`src/rtl/ps2_pkg.sv`:
```
// ps2_pkg: shared scan-code constants, decoder state type and event layout
package ps2_pkg;

    localparam logic [7:0] PS2_EXT = 8'hE0;
    localparam logic [7:0] PS2_BRK = 8'hF0;

    localparam int EV_W   = 10;
    localparam int EV_EXT = 9;
    localparam int EV_BRK = 8;

    typedef enum logic [1:0] {
        IDLE,
        EXT,
        BRK,
        EXT_BRK
    } state_e;

endpackage

```
`src/rtl/ps2_event_fifo.sv`:
```
// ps2_event_fifo: synchronous first-word fall-through FIFO; a push into a full
// FIFO is accepted only when a pop frees a slot in the same cycle.
module ps2_event_fifo #(
    parameter int DEPTH = 4,
    parameter int WIDTH = 10
) (
    input  logic             clk,
    input  logic             reset,
    input  logic             push,
    input  logic [WIDTH-1:0] din,
    output logic             full,
    input  logic             pop,
    output logic             empty,
    output logic [WIDTH-1:0] dout
);
    localparam int AW = $clog2(DEPTH);
    localparam logic [AW:0] FULL_CNT = (AW+1)'(DEPTH);

    logic [WIDTH-1:0] mem_q [DEPTH];
    logic [WIDTH-1:0] mem_d [DEPTH];
    logic [AW-1:0]    wr_q, wr_d, rd_q, rd_d;
    logic [AW:0]      cnt_q, cnt_d;
    logic             do_push, do_pop;

    assign empty = cnt_q == '0;
    assign full  = cnt_q == FULL_CNT;
    assign dout  = mem_q[rd_q];

    always_comb begin
        do_pop  = pop && !empty;
        do_push = push && (!full || do_pop);
        mem_d   = mem_q;
        if (do_push) mem_d[wr_q] = din;
        wr_d  = do_push ? wr_q + AW'(1) : wr_q;
        rd_d  = do_pop ? rd_q + AW'(1) : rd_q;
        cnt_d = cnt_q + (AW+1)'(do_push) - (AW+1)'(do_pop);
    end

    // Storage is cleared too so the head reads zero straight out of reset.
    always_ff @(posedge clk or posedge reset) begin
        if (reset) begin
            mem_q <= '{default: '0};
            wr_q  <= '0;
            rd_q  <= '0;
            cnt_q <= '0;
        end else begin
            mem_q <= mem_d;
            wr_q  <= wr_d;
            rd_q  <= rd_d;
            cnt_q <= cnt_d;
        end
    end

endmodule

```
`src/rtl/ps2_key_ctrl.sv`:
```
// ps2_key_ctrl: decodes E0/F0 prefixed scan codes into make/break events,
// filters typematic repeats, tracks the held key and buffers events in a FIFO.
module ps2_key_ctrl
    import ps2_pkg::*;
#(
    parameter int FIFO_DEPTH = 4,
    parameter int CNT_W      = 8
) (
    input  logic             clk,
    input  logic             reset,
    input  logic             rx_valid,
    input  logic [7:0]       rx_data,
    output logic             ev_valid,
    input  logic             ev_ready,
    output logic [EV_W-1:0]  ev_data,
    output logic             held,
    output logic [7:0]       held_code,
    output logic             held_ext,
    output logic [CNT_W-1:0] press_cnt,
    output logic             overflow,
    input  logic             clr_ovf
);
    state_e           state_q, state_d;
    logic             held_q, held_d;
    logic [7:0]       code_q, code_d;
    logic             hext_q, hext_d;
    logic [CNT_W-1:0] cnt_q, cnt_d;
    logic             ovf_q, ovf_d;

    logic            is_e0, is_f0, fire, ev_ext, ev_brk, match, push, new_make;
    logic            fifo_full, fifo_empty;
    logic [EV_W-1:0] ev_in;

    assign is_e0  = rx_data == PS2_EXT;
    assign is_f0  = rx_data == PS2_BRK;
    assign fire   = rx_valid && !is_e0 && !is_f0;
    assign ev_ext = state_q == EXT || state_q == EXT_BRK;
    assign ev_brk = state_q == BRK || state_q == EXT_BRK;

    always_comb begin
        state_d = state_q;
        if (rx_valid) begin
            case (state_q)
                IDLE:    state_d = is_e0 ? EXT : is_f0 ? BRK : IDLE;
                EXT:     state_d = is_f0 ? EXT_BRK : is_e0 ? EXT : IDLE;
                BRK:     state_d = is_f0 ? BRK : is_e0 ? EXT_BRK : IDLE;
                EXT_BRK: state_d = (is_e0 || is_f0) ? EXT_BRK : IDLE;
                default: state_d = IDLE;
            endcase
        end
    end

    // A make that matches the held key is a typematic repeat and is swallowed.
    always_comb begin
        match    = held_q && code_q == rx_data && hext_q == ev_ext;
        push     = fire && (ev_brk || !match);
        new_make = fire && !ev_brk && !match;
        ev_in           = '0;
        ev_in[EV_EXT]   = ev_ext;
        ev_in[EV_BRK]   = ev_brk;
        ev_in[7:0]      = rx_data;
        held_d = new_make ? 1'b1 : (fire && ev_brk && match) ? 1'b0 : held_q;
        code_d = new_make ? rx_data : code_q;
        hext_d = new_make ? ev_ext : hext_q;
        cnt_d  = cnt_q + CNT_W'(new_make);
        ovf_d  = (push && fifo_full && !(ev_valid && ev_ready)) ? 1'b1 :
                 clr_ovf ? 1'b0 : ovf_q;
    end

    always_ff @(posedge clk or posedge reset) begin
        if (reset) begin
            state_q <= IDLE;
            held_q  <= 1'b0;
            code_q  <= '0;
            hext_q  <= 1'b0;
            cnt_q   <= '0;
            ovf_q   <= 1'b0;
        end else begin
            state_q <= state_d;
            held_q  <= held_d;
            code_q  <= code_d;
            hext_q  <= hext_d;
            cnt_q   <= cnt_d;
            ovf_q   <= ovf_d;
        end
    end

    ps2_event_fifo #(
        .DEPTH(FIFO_DEPTH),
        .WIDTH(EV_W)
    ) u_fifo (
        .clk  (clk),
        .reset(reset),
        .push (push),
        .din  (ev_in),
        .full (fifo_full),
        .pop  (ev_ready),
        .empty(fifo_empty),
        .dout (ev_data)
    );

    assign ev_valid  = !fifo_empty;
    assign held      = held_q;
    assign held_code = code_q;
    assign held_ext  = hext_q;
    assign press_cnt = cnt_q;
    assign overflow  = ovf_q;

endmodule

```
`config.mk`:
```
export PLATFORM = sky130hd
export DESIGN_NAME = ps2_key_ctrl
export DESIGN_NICKNAME = d
export VERILOG_FILES = /design/src/rtl/ps2_pkg.sv /design/src/rtl/ps2_event_fifo.sv /design/src/rtl/ps2_key_ctrl.sv
export SDC_FILE = /design/constraint.sdc
export NUM_CORES = 1
export LEC_CHECK = 0
export CELL_PAD_IN_SITES_DETAIL_PLACEMENT = 1
export CELL_PAD_IN_SITES_GLOBAL_PLACEMENT = 1
export CORE_ASPECT_RATIO = 1.2
export CORE_MARGIN = 2
export CORE_UTILIZATION = 42
export CTS_BUF_LIST = sky130_fd_sc_hd__clkbuf_8
export DETAILED_ROUTE_END_ITERATION = 10
export GPL_ROUTABILITY_DRIVEN = 0
export HOLD_SLACK_MARGIN = 0.08
export PLACE_DENSITY = 0.76
export SETUP_SLACK_MARGIN = 0.05
export SLEW_MARGIN = 15
export SYNTH_ARGS = -nofsm -noshare
export SYNTH_HDL_FRONTEND = slang
export SYNTH_SLANG_ARGS = --single-unit
```
`constraint.sdc`:
```
create_clock -name clk -period 2.2 [get_ports clk]
set_input_delay 0.44 -clock clk [delete_from_list [all_inputs] [get_ports clk]]
set_output_delay 0.44 -clock clk [all_outputs]
set_load 0.05 [all_outputs]
```
==> results.sh <==
export IMPL_top_level_ports=43
export IMPL_cp_slowest_cell="clkdlybuf4s50_1"
export IMPL_syn_nets=238
export IMPL_synth_cell_type_count=40
export IMPL_io_buffers=42
export IMPL_worst_path_stages=9
export IMPL_p_clk_share_pct=17.1
export IMPL_grt_overflow_total=0
export IMPL_ant_nets=0
export IMPL_ys_ff_latch=68
export IMPL_cp_end_kind="flop"
export IMPL_cts_root_buffer="clkbuf_8"
export IMPL_post_route_util_pct=60.78
export IMPL_startpoint_type="input pin"
export IMPL_antenna_diode_count=0
export IMPL_cp_num_buf_inv=3
export IMPL_first_iter_violations=77
export IMPL_arrival_ps=2550
export IMPL_max_freq_mhz=435.4
export IMPL_cts_sinks=68
export IMPL_cts_made_buffers=9
export IMPL_timing_rr_start="u_fifo.cnt_q[2]"
export IMPL_synth_avg_cell_area_sq_um=14.66
export IMPL_intPower_uw=4071
export IMPL_routedWlPerCell_um=20.15
export IMPL_slowest_delay_ps=500
export IMPL_setup_viol=1
export IMPL_maxCapViolCount=0
export IMPL_drt_pass1_iter_count=4
export IMPL_die_w_um=83.27
export IMPL_worst_slack_ps=-96.78
export IMPL_rsz0062_at_grt="yes"
export IMPL_insertion_delay_ps=350
export IMPL_initial_utilization_pct=43.53
export IMPL_cts_clk_slew_worst_paths_ps=80
export IMPL_grt_use_total_pct=20.66
export IMPL_crit_type="in2reg"
export IMPL_ff2ff_path_depth=9
export IMPL_yosys_warnings=0
export IMPL_sequentialPowerShare_pct=31.8
export IMPL_slew_violations=0
export IMPL_clockBufferDepth=2
export IMPL_p_comb_share_pct=51.1
export IMPL_p_per_area_nw_per_um2=1545
export IMPL_min_period_over_period_pct=104.4
export IMPL_syn_instance_count=216
export IMPL_htreeDepth=3
export IMPL_tritoncts="yes"
export IMPL_place_ws_ps=-653.4
export IMPL_holdCritPathClass="in2async"
export IMPL_r2r_end="u_fifo.cnt_q[2]"
export IMPL_finalNetCount=332
export IMPL_cp_max_fo=2
export IMPL_yosysSeqAreaShare_pct=53.73
export IMPL_syn2layout_area_growth_pct=39.63
export IMPL_grt_max_degree=36
export IMPL_drt_wl_total_um=8162
export IMPL_relSlewSlack_pct=66.47
export IMPL_violations="negative setup slack"
export IMPL_synth_main_ff_cell="dfrtp_1"
export IMPL_coreArea_sq_um=7274
export IMPL_r2r_slack_ps=-80
export IMPL_rows=34
export IMPL_drive_above_1_share_pct=53.65
export IMPL_synthArstFlopShare_pct=100.0
export IMPL_switchingPower_uw=2761
export IMPL_grt_pass1_vias=2347
export IMPL_cp_cell_sequence="clkdlybuf4s50_1 -> inv_1 -> a211oi_4 -> a21boi_4 -> ha_4 -> inv_4 -> fa_2 -> xnor2_2 -> xnor2_1"
export IMPL_dp_hpwl_um=5765
export IMPL_drc=0
export IMPL_period_minus_slack_ps=2297
export IMPL_final_hold_violation_count=0
export IMPL_worstPathRequired_ps=2450
export IMPL_finalClockSkew_ps=9.702
export IMPL_synth_edf_count=0
export IMPL_worst_slew_pin_slew_ps=501.4
export IMPL_postCtsHoldBufs=0
export IMPL_vias_per_cell=5.286
export IMPL_vdd_drop_max_mv=0.8445
export IMPL_synth_area_sq_um=3167
export IMPL_vias=2141
export IMPL_die_y_um=99.12
export IMPL_antenna_found_initial=0
export IMPL_p_leak_uw=0.001923
export IMPL_grt_pass1_wl_um=12830
export IMPL_n_fill_cell=701
export IMPL_die_area_sq_um=8253
export IMPL_p_sw_share_pct=40.41
export IMPL_outcome="finished, violations left"
export IMPL_crit_family="buffers and inverters"
==> metrics by stage <==
stage                     TNS, ps  total power, uW  std cells  hold slack (ps)  instance area, sq um
after floorplan            -46.66             4380        216            453.3                  3263
after global placement     -20550             5372        384            462.4                  4086
after detailed placement   -23630             5530        384            467.0                  4086
after CTS                       0             6758        401            405.9                  4329
after global routing       -120.2             7169        405            411.3                  4422
final                      -96.78             6833        405            410.5                  4422
==> what timing repair did <==
item / CTS / global route
setup buffers: 1 / 4
pin swaps: 5 / 11
resized for setup: 16 / 18
setup endpoints to repair: 53 / 30
==> routing by layer <==
layer	global-route usage, %	vias up	part of all wire (%)
li1	-	963	-
met1	25.00	1120	40
met2	36.35	45	54
met3	4.066	13	3.1
met4	8.323	0	2.0
met5	0	-	0
==> logic make-up after synthesis <==
family                   Yosys count  share of synthesized area (%)
flip-flops                        68                          53.73
multiplexers                      56                          23.43
AND/OR/NAND/NOR                   29                          5.334
AO/OA/AOI/OAI                     20                          6.480
XOR/XNOR                          20                          5.531
buffers and inverters             14                          1.699
adder cells (fa/ha/maj)            9                          3.793
==> worst max path at each step <==
stage                 endpoint       startpoint  slack (ps)
2_1_floorplan  u_fifo.cnt_q[2]  u_fifo.cnt_q[1]         -50
3_3_place_gp      press_cnt[4]       rx_data[5]        -540
3_5_place_dp   u_fifo.cnt_q[2]       rx_data[5]        -650
4_1_cts        u_fifo.cnt_q[2]         ev_ready           2
5_1_grt        u_fifo.cnt_q[2]         rx_valid        -120
6_report       u_fifo.cnt_q[2]         rx_valid        -100
==> cell type report <==
type	count	area [sq um]	share of cell area (%)
Sequential cell	68	1715	38.79
Multi-Input combinational cell	134	1562	35.31
Timing Repair Buffer	87	762.0	17.23
Clock buffer	10	137.6	3.113
Tap cell	90	112.6	2.547
Clock inverter	6	86.33	1.952
Inverter	10	46.29	1.047
==> power groups by stage <==
| stage | clock (uW) | combinational (uW) | sequential, uW |
|---|---|---|---|
| finish | 1170 | 3490 | 2170 |
| global route | 1240 | 3680 | 2250 |
| CTS | 1190 | 3390 | 2180 |
| detailed placement | 0 | 3340 | 2190 |
| global placement | 0 | 3230 | 2140 |
| floorplan | 0 | 2030 | 2350 |
==> placed cells by master, fill, tap and decap left out, drive strengths merged, types with 5 or more instances in the layout <==
| cell type | count |
|---|---|
| clkdlybuf4s50 | 22 |
| dlygate4sd2 | 7 |
| buf | 55 |
| mux2 | 45 |
| dfrtp | 68 |
| inv | 10 |
| ha | 8 |
| mux4 | 10 |
| nand2 | 6 |
| xnor2 | 17 |
| clkbuf | 12 |
| nor2 | 5 |
==> Yosys cell counts, drive strengths merged, types with 2 or more instances <==
| library cell | count | area share, % |
|---|---|---|
| ha | 8 | 3.2 |
| xnor2 | 17 | 4.7 |
| nand3 | 2 | 0.32 |
| a31oi | 2 | 0.87 |
| and2 | 4 | 0.79 |
| o21ai | 4 | 0.63 |
| a22o | 3 | 0.83 |
| buf | 3 | 0.40 |
| a21oi | 4 | 0.99 |
| nand4 | 3 | 0.59 |
| mux4 | 10 | 7.1 |
| inv | 10 | 1.2 |
| a21boi | 4 | 2.1 |
| mux2 | 45 | 16 |
| nand2 | 6 | 0.71 |
| dfrtp | 68 | 54 |
| xor2 | 3 | 0.83 |
| nor2 | 5 | 0.91 |
==> flip-flops by register name (all words and copies together) (netlist names) <==
name,count
held_code,8
press_cnt,8
u_fifo.mem_q,40
u_fifo.rd_q,2
held,1
u_fifo.wr_q,2
held_ext,1
overflow,1
state_q,2
u_fifo.cnt_q,3
No activity file was read; power rests on OpenSTA's default activity.
